**config.mk**
```make
export PLATFORM = sky130hd
export DESIGN_NAME = cache_control_flat
export DESIGN_NICKNAME = d
export VERILOG_FILES = /design/src/rtl/cache_control_if.sv /design/src/rtl/cache_control.sv /design/src/flat_wrapper.sv
export SDC_FILE = /design/constraint.sdc
export NUM_CORES = 1
export LEC_CHECK = 0
export BUFFER_PORTS_ARGS = -buffer_cell sky130_fd_sc_hd__buf_2
export CAP_MARGIN = 25
export CORE_MARGIN = 5
export CORE_UTILIZATION = 50
export CTS_BUF_LIST = sky130_fd_sc_hd__clkbuf_8
export DETAILED_ROUTE_END_ITERATION = 16
export GPL_ROUTABILITY_DRIVEN = 0
export PLACE_DENSITY = 0.8
export SETUP_SLACK_MARGIN = 0.05
export SYNTH_ARGS = -nofsm -noshare
export SYNTH_HDL_FRONTEND = slang
export SYNTH_SLANG_ARGS = --single-unit
```
**constraint.sdc**
```tcl
create_clock -name clk -period 2.2 [get_ports clk]
set_clock_uncertainty 0.1 [all_clocks]
set_input_delay 0.33 -clock clk [delete_from_list [all_inputs] [get_ports clk]]
set_output_delay 0.33 -clock clk [all_outputs]
set_load 0.02 [all_outputs]
```
**src/rtl/cache_control_if.sv**
```systemverilog
// CPU-side, cache-set and physical-memory control signals of the cache controller.
// The slave modport is the controller's view; the master modport is the environment's view.
interface cache_control_if;
   logic       mem_read;
   logic       mem_write;
   logic       mem_resp;
   logic [2:0] index;
   logic       set_one_hit;
   logic       set_two_hit;
   logic       set_one_valid;
   logic       set_two_valid;
   logic       set_one_dirty;
   logic       set_two_dirty;
   logic       load_set_one;
   logic       load_set_two;
   logic       write_type_set_one;
   logic       write_type_set_two;
   logic       data_sel;
   logic       pmem_read;
   logic       pmem_write;
   logic       pmem_resp;
   logic [1:0] pmem_addr_sel;
   logic       pmem_wdata_sel;

   modport slave (
      input  mem_read, mem_write, index,
      input  set_one_hit, set_two_hit, set_one_valid, set_two_valid,
      input  set_one_dirty, set_two_dirty, pmem_resp,
      output mem_resp, load_set_one, load_set_two,
      output write_type_set_one, write_type_set_two, data_sel,
      output pmem_read, pmem_write, pmem_addr_sel, pmem_wdata_sel
   );

   modport master (
      output mem_read, mem_write, index,
      output set_one_hit, set_two_hit, set_one_valid, set_two_valid,
      output set_one_dirty, set_two_dirty, pmem_resp,
      input  mem_resp, load_set_one, load_set_two,
      input  write_type_set_one, write_type_set_two, data_sel,
      input  pmem_read, pmem_write, pmem_addr_sel, pmem_wdata_sel
   );
endinterface

```
**src/rtl/cache_control.sv**
```systemverilog
// Two-way set-associative cache controller: hit handling, LRU victim choice,
// dirty writeback and line allocation from physical memory.
//
// state     | meaning
// ----------+----------------------------------------------------------
// IDLE      | serve hits combinationally; on a miss latch the victim
// WRITEBACK | write dirty victim line to pmem until pmem_resp
// ALLOCATE  | read line from pmem; fill victim way on pmem_resp
module cache_control (
   input  logic             clk,
   input  logic             rst,
   cache_control_if.slave   bus
);

   typedef enum logic [1:0] {
      IDLE      = 2'd0,
      WRITEBACK = 2'd1,
      ALLOCATE  = 2'd2
   } state_t;

   state_t     state_q, state_d;
   logic [7:0] lru_q, lru_d;
   logic       victim_q, victim_d;

   logic req, is_write, hit, hit_way, victim_sel, victim_dirty;

   assign req      = bus.mem_read | bus.mem_write;
   assign is_write = bus.mem_write;
   assign hit      = bus.set_one_hit | bus.set_two_hit;
   // way one wins when both ways report a hit
   assign hit_way  = ~bus.set_one_hit;

   always_comb begin
      if (!bus.set_one_valid)      victim_sel = 1'b0;
      else if (!bus.set_two_valid) victim_sel = 1'b1;
      else                         victim_sel = lru_q[bus.index];
   end

   assign victim_dirty = victim_sel ? (bus.set_two_valid & bus.set_two_dirty)
                                    : (bus.set_one_valid & bus.set_one_dirty);

   always_ff @(posedge clk) begin
      if (rst) begin
         state_q  <= IDLE;
         lru_q    <= '0;
         victim_q <= 1'b0;
      end else begin
         state_q  <= state_d;
         lru_q    <= lru_d;
         victim_q <= victim_d;
      end
   end

   always_comb begin
      state_d  = state_q;
      lru_d    = lru_q;
      victim_d = victim_q;
      case (state_q)
         IDLE: begin
            if (req && hit) begin
               lru_d[bus.index] = ~hit_way;
            end else if (req) begin
               victim_d = victim_sel;
               state_d  = victim_dirty ? WRITEBACK : ALLOCATE;
            end
         end
         WRITEBACK: if (bus.pmem_resp) state_d = ALLOCATE;
         ALLOCATE:  if (bus.pmem_resp) state_d = IDLE;
         default:   state_d = IDLE;
      endcase
   end

   always_comb begin
      bus.mem_resp           = 1'b0;
      bus.load_set_one       = 1'b0;
      bus.load_set_two       = 1'b0;
      bus.write_type_set_one = 1'b0;
      bus.write_type_set_two = 1'b0;
      bus.data_sel           = 1'b0;
      bus.pmem_read          = 1'b0;
      bus.pmem_write         = 1'b0;
      bus.pmem_addr_sel      = 2'b00;
      bus.pmem_wdata_sel     = 1'b0;
      case (state_q)
         IDLE: begin
            if (req && hit) begin
               bus.mem_resp = 1'b1;
               if (is_write) begin
                  bus.data_sel           = 1'b1;
                  bus.load_set_one       = ~hit_way;
                  bus.write_type_set_one = ~hit_way;
                  bus.load_set_two       = hit_way;
                  bus.write_type_set_two = hit_way;
               end
            end
         end
         WRITEBACK: begin
            bus.pmem_write     = 1'b1;
            bus.pmem_addr_sel  = victim_q ? 2'b10 : 2'b01;
            bus.pmem_wdata_sel = victim_q;
         end
         ALLOCATE: begin
            bus.pmem_read = 1'b1;
            if (bus.pmem_resp) begin
               bus.load_set_one = ~victim_q;
               bus.load_set_two = victim_q;
            end
         end
         default: ;
      endcase
   end

endmodule

```
**src/flat_wrapper.sv**
```systemverilog
// flat-port wrapper written by rule: the top's interface ports become plain ports
module cache_control_flat 
  (clk, rst, bus_mem_read, bus_mem_write, bus_index, bus_set_one_hit, bus_set_two_hit, bus_set_one_valid, bus_set_two_valid, bus_set_one_dirty, bus_set_two_dirty, bus_pmem_resp, bus_mem_resp, bus_load_set_one, bus_load_set_two, bus_write_type_set_one, bus_write_type_set_two, bus_data_sel, bus_pmem_read, bus_pmem_write, bus_pmem_addr_sel, bus_pmem_wdata_sel);
  cache_control_if bus_i ();
  input  logic clk;
  input  logic rst;
  input wire logic [$bits(bus_i.mem_read)-1:0] bus_mem_read;
  input wire logic [$bits(bus_i.mem_write)-1:0] bus_mem_write;
  input wire logic [$bits(bus_i.index)-1:0] bus_index;
  input wire logic [$bits(bus_i.set_one_hit)-1:0] bus_set_one_hit;
  input wire logic [$bits(bus_i.set_two_hit)-1:0] bus_set_two_hit;
  input wire logic [$bits(bus_i.set_one_valid)-1:0] bus_set_one_valid;
  input wire logic [$bits(bus_i.set_two_valid)-1:0] bus_set_two_valid;
  input wire logic [$bits(bus_i.set_one_dirty)-1:0] bus_set_one_dirty;
  input wire logic [$bits(bus_i.set_two_dirty)-1:0] bus_set_two_dirty;
  input wire logic [$bits(bus_i.pmem_resp)-1:0] bus_pmem_resp;
  output wire logic [$bits(bus_i.mem_resp)-1:0] bus_mem_resp;
  output wire logic [$bits(bus_i.load_set_one)-1:0] bus_load_set_one;
  output wire logic [$bits(bus_i.load_set_two)-1:0] bus_load_set_two;
  output wire logic [$bits(bus_i.write_type_set_one)-1:0] bus_write_type_set_one;
  output wire logic [$bits(bus_i.write_type_set_two)-1:0] bus_write_type_set_two;
  output wire logic [$bits(bus_i.data_sel)-1:0] bus_data_sel;
  output wire logic [$bits(bus_i.pmem_read)-1:0] bus_pmem_read;
  output wire logic [$bits(bus_i.pmem_write)-1:0] bus_pmem_write;
  output wire logic [$bits(bus_i.pmem_addr_sel)-1:0] bus_pmem_addr_sel;
  output wire logic [$bits(bus_i.pmem_wdata_sel)-1:0] bus_pmem_wdata_sel;
  assign bus_i.mem_read = bus_mem_read;
  assign bus_i.mem_write = bus_mem_write;
  assign bus_i.index = bus_index;
  assign bus_i.set_one_hit = bus_set_one_hit;
  assign bus_i.set_two_hit = bus_set_two_hit;
  assign bus_i.set_one_valid = bus_set_one_valid;
  assign bus_i.set_two_valid = bus_set_two_valid;
  assign bus_i.set_one_dirty = bus_set_one_dirty;
  assign bus_i.set_two_dirty = bus_set_two_dirty;
  assign bus_i.pmem_resp = bus_pmem_resp;
  assign bus_mem_resp = bus_i.mem_resp;
  assign bus_load_set_one = bus_i.load_set_one;
  assign bus_load_set_two = bus_i.load_set_two;
  assign bus_write_type_set_one = bus_i.write_type_set_one;
  assign bus_write_type_set_two = bus_i.write_type_set_two;
  assign bus_data_sel = bus_i.data_sel;
  assign bus_pmem_read = bus_i.pmem_read;
  assign bus_pmem_write = bus_i.pmem_write;
  assign bus_pmem_addr_sel = bus_i.pmem_addr_sel;
  assign bus_pmem_wdata_sel = bus_i.pmem_wdata_sel;
  cache_control u_core (.clk(clk), .rst(rst), .bus(bus_i));
endmodule
```
==> After elaboration in Yosys (flattened, before gate mapping) <==
Index checks and enable logic that the tools add are counted.
{ "word_totals": {"in_bits": 14, "ff_bits": 11} }
{ "classes": {"muxes": 34, "order_cmp": 2, "eq_ne": 6, "n_reduce_logical": 6, "n_bitwise": 7} }
{ "ops": {"columns": ["cell", "n"], "rows": [
  ["1-bit two-way mux", 21],
  ["2-bit two-way mux", 7],
  ["8-bit bitwise mux", 1],
  ["2-bit inequality test, second input constant", 3],
  ["2-bit one-hot mux with 3 select lines", 1],
  ["3-bit by 4-bit less-than comparator with 1-bit output, second input constant", 1],
  ["1-bit one-hot mux with 2 select lines", 2],
  ["4-bit AND reduction", 1],
  ["1-bit binary-select mux with 3-bit select", 1],
  ["1-bit demux with 3-bit select", 1],
  ["3-bit by 1-bit >= comparator with 1-bit output, second input constant", 1],
  ["1-bit inverter", 3],
  ["3-bit AND reduction", 1],
  ["1-bit bitwise AND", 2],
  ["2-bit by 1-bit == test with 1-bit output, second input constant", 1],
  ["2-bit == test, second input constant", 1],
  ["1-bit logical AND", 2],
  ["2-bit zero test", 1],
  ["2-bit by 1-bit inequality test with 1-bit output, second input constant", 1],
  ["1-bit OR", 2],
  ["2-bit AND reduction", 1]
]} }

==> Longest topological paths before layout <==
{ "depth": {"word_depth": 9, "depth_mapped": 4, "mapped_depth_nobuf": 4} }

==> Worst setup path after synthesis <==
OpenSTA, ideal clock, no wires.
{ "synth_timing": {"path_type": "reg-to-output", "startpoint": "reg u_core.state_q[0]", "endpoint": "out bus_load_set_two", "stages_incl_launch_ff": 5, "n_path_buf": 0, "arrival_time_ns": 1.830, "t_required_ns": 1.770, "setup_slack_ns": -0.060, "cell_sequence": "dfxtp_1 or2_2 nor3_1 nand2_1 o21ai_0"} }
{ "synth_between": {"elab_chain_len": 2, "word_cells_on_any_way": 3} }
{ "synth_rtl": {"columns": ["element", "line", "source"], "rows": [
  ["start: declaration", "cache_control.sv:21", "state_t state_q, state_d;"],
  ["start signal: assignment", "cache_control.sv:48", "state_q <= state_d;"],
  ["2-bit == test or 2-bit zero test (tied branches)", "cache_control.sv:84", "case (state_q)"],
  ["1-bit one-hot mux with 2 select lines *", "cache_control.sv:84", null],
  ["end: declaration", "flat_wrapper.sv:19", "output wire logic [$bits(bus_i.load_set_two)-1:0] bus_load_set_two;"]
]} }
Mark *: on every way between the ends. The rest lies on a longest branch, timed or not.

==> Final worst setup path <==
Same ends and word-level chain as after synthesis.

==> impl_metrics.yaml <==
run_status:
  status: "complete, no violations"
logic_synthesis:
  async_flop_share_pct: 0
  synth_top_flop_cell: "dfxtp_1"
  synth_area_sq_um: 701
  synth_nets: 103
  synth_edf_count: 0
  synth_seq_area_share_pct: 31.4
  yosysUniqueCellTypes: 27
  synth_cells: 89
  syn_avg_cell_area_sq_um: 7.87
  ys_seq_elements: 11
  yosysWarnings: 0
floorplanning:
  die_x_microns: 47.4
  initial_core_util_pct: 53.2
  die_h_microns: 47.4
  ios: 25
  die_area_sq_mm: 0.00225
  core_sq_mm: 0.00132
  rows: 13
worst_setup_path:
  worst_setup_path_start_kind: "flip-flop"
  rr_startpoint: "u_core.state_q[0]$_SDFFE_PP0P_"
  crit_type: "flip-flop to output port"
  reg2reg_depth: 4
  worstSetupStartpoint: "u_core.state_q[0]$_SDFFE_PP0P_"
  rrSetupSlack_ns: 0.34
  end_kind: "output port"
  arrival_ns: 1.49
  cp-endpoint: "bus_load_set_two"
  r2r_end: "u_core.lru_q[0]$_SDFFE_PP0P_"
  required_ns: 1.77
  critPathMaxFanout: 5
clocking:
  cts.sinks: 11
  cts_setup_buffers: 0
  cts-root-buf: "clkbuf_8"
  cts_tree: "done"
  clock_latency_ns: 0.24
  cts_resized: 0
  h-tree-depth: 1
  clock_path_buffers: 2
  cts_buffers: 3
  clk_pin_slew_worst_paths_ns: 0.05
  hold_buffers: 0
final_layout:
  n_antenna_cell: 0
  syn2layout_area_growth_pct: 23.8
  fin_nets: 127
  layout-drive-gt1-share_pct: 33.0
drt:
  wl_microns: 1790
  drc: 0
  dr.pass1.iters: 5
  wire_per_inst_microns: 14.1
  drt.antenna.violating_nets: 0
  viasPerCell: 5.86
  drt_iter0_drc: 18
  vias: 744
pwr:
  p_leak_nw: 0.392
  peakVddDrop_v: 0.000439
  power.density_mw_per_mm2: 599
global_routing:
  overflow: 0
  antenna_found_initial: 0
  grt_max_degree: 14
  grt_usage_pct: 18.9
  grt_pass1_vias: 690
  grt_pass1_wl_microns: 2900
flow_run:
  maxCapViolations: 0
hold_path:
  hp-class: "input pin to flip-flop"
timing:
  slew_headroom_pct: 51.8
  setup_viol: 0
  min_period_ns: 1.92
  finalCritPeriodShare_pct: 87.4
  finalWorstSetupSlack_ns: 0.277
  finalSetupTns_ns: 0
  maxSlewViolCount: 0
  hold_viol_final: 0
  rsz0062_at_grt: "no"
  tightest_slew_ns: 0.716
  fmax_mhz: 520
placed_design:
  dp.final_hpwl_microns: 1350
  dp_slack_ns: 0.270
  io_buffer_count: 24
state kept, by name, summed over array words and instances, names as in the netlist:
| name | count |
|---|---|
| u_core.state_q | 2 |
| u_core.lru_q | 8 |
| u_core.victim_q | 1 |
critical path: stages (launching register included):
cell,delay (ns)
dfxtp_1,0.34
or2_2,0.35
nor3_2,0.15
nand2_1,0.10
o21ai_0,0.13
buf_2,0.18
cells in the mapped netlist, types with 3 or more instances:
master	count	share of area (%)
dfxtp_1	11	31
inv_1	4	2.1
nor2_1	6	3.2
nor2b_1	3	2.7
nand2b_1	3	2.7
nand3_1	7	5.0
o21ai_0	10	7.1
or2_2	3	2.7
nand2_1	6	3.2
nand4_1	5	4.5
clkbuf_1	4	2.1
a21oi_1	9	6.4
cell type report:
class                      instances  area (sq um)
clock buffer                       3          41.3
clock inverter                     1          3.75
fill                             124           450
inverter                           4          15.0
multi-input combinational         69           448
sequential                        11           220
tap                               15          18.8
timing repair buffer              24           120
stage by stage:
step	total power [mW]	utilization, %	area [sq um]	hold slack (ns)	cells
2_1_floorplan	0.283	-	706	0.299	89
3_3_place_gp	0.319	62.4	822	0.371	123
3_5_place_dp	0.321	62.4	822	0.375	123
4_1_cts	0.526	65.8	867	0.301	127
5_1_grt	0.549	65.8	867	0.324	127
6_report	0.519	65.8	867	0.306	127
how the worst min path moves through the flow:
| stage | startpoint | to | slack [ns] | depth (start not counted) |
|---|---|---|---|---|
| 2_1_floorplan | rst | u_core.state_q[1]$_SDFFE_PP0P_ | 0.30 | 1 |
| 3_3_place_gp | u_core.lru_q[1]$_SDFFE_PP0P_ | u_core.lru_q[1]$_SDFFE_PP0P_ | 0.37 | 2 |
| 3_5_place_dp | u_core.lru_q[7]$_SDFFE_PP0P_ | u_core.lru_q[7]$_SDFFE_PP0P_ | 0.38 | 2 |
| 4_1_cts | bus_set_two_valid | u_core.victim_q$_SDFFE_PP0P_ | 0.30 | 3 |
| 5_1_grt | rst | u_core.lru_q[4]$_SDFFE_PP0P_ | 0.32 | 2 |
| 6_report | bus_set_two_valid | u_core.victim_q$_SDFFE_PP0P_ | 0.31 | 3 |
cell families after synthesis:
logic type | count (synthesis) | synth area share (%)
AOI/OAI and AO/OA | 25 | 21.6
buffers and inverters | 9 | 5.36
DFF | 11 | 31.4
and+or+nand+nor | 40 | 30.7
muxes | 4 | 10.9
routing by layer:
layer | GRT usage, % | part of all wire, % | routed length [microns] | up-vias
met1 | 21.6 | 42 | 750 | 337
met4 | 12.2 | 2.5 | 44 | 0
li1 | - | - | - | 373
met3 | 7.52 | 7.7 | 138 | 4
met2 | 29.1 | 48 | 858 | 30
met5 | 0 | 0 | 0 | -
layout by cell type, fill, tap and decap left out, types with 2 or more instances in the layout:
cell,count
inv_1,5
mux4_1,2
o31ai_1,2
o21ai_0,10
buf_2,24
nand2_1,6
nor2_1,6
dfxtp_1,11
nor2b_1,3
clkbuf_8,3
a21oi_1,9
nand4_1,5
nand2b_1,3
nand3_1,7
or2_2,3
report_power, final:
part	switching, mW	internal, mW
logic	0.0672	0.0404
registers	0.00451	0.205
clock network	0.0791	0.123
total	0.151	0.369
Note: power is estimated with default switching activity, not from simulation.
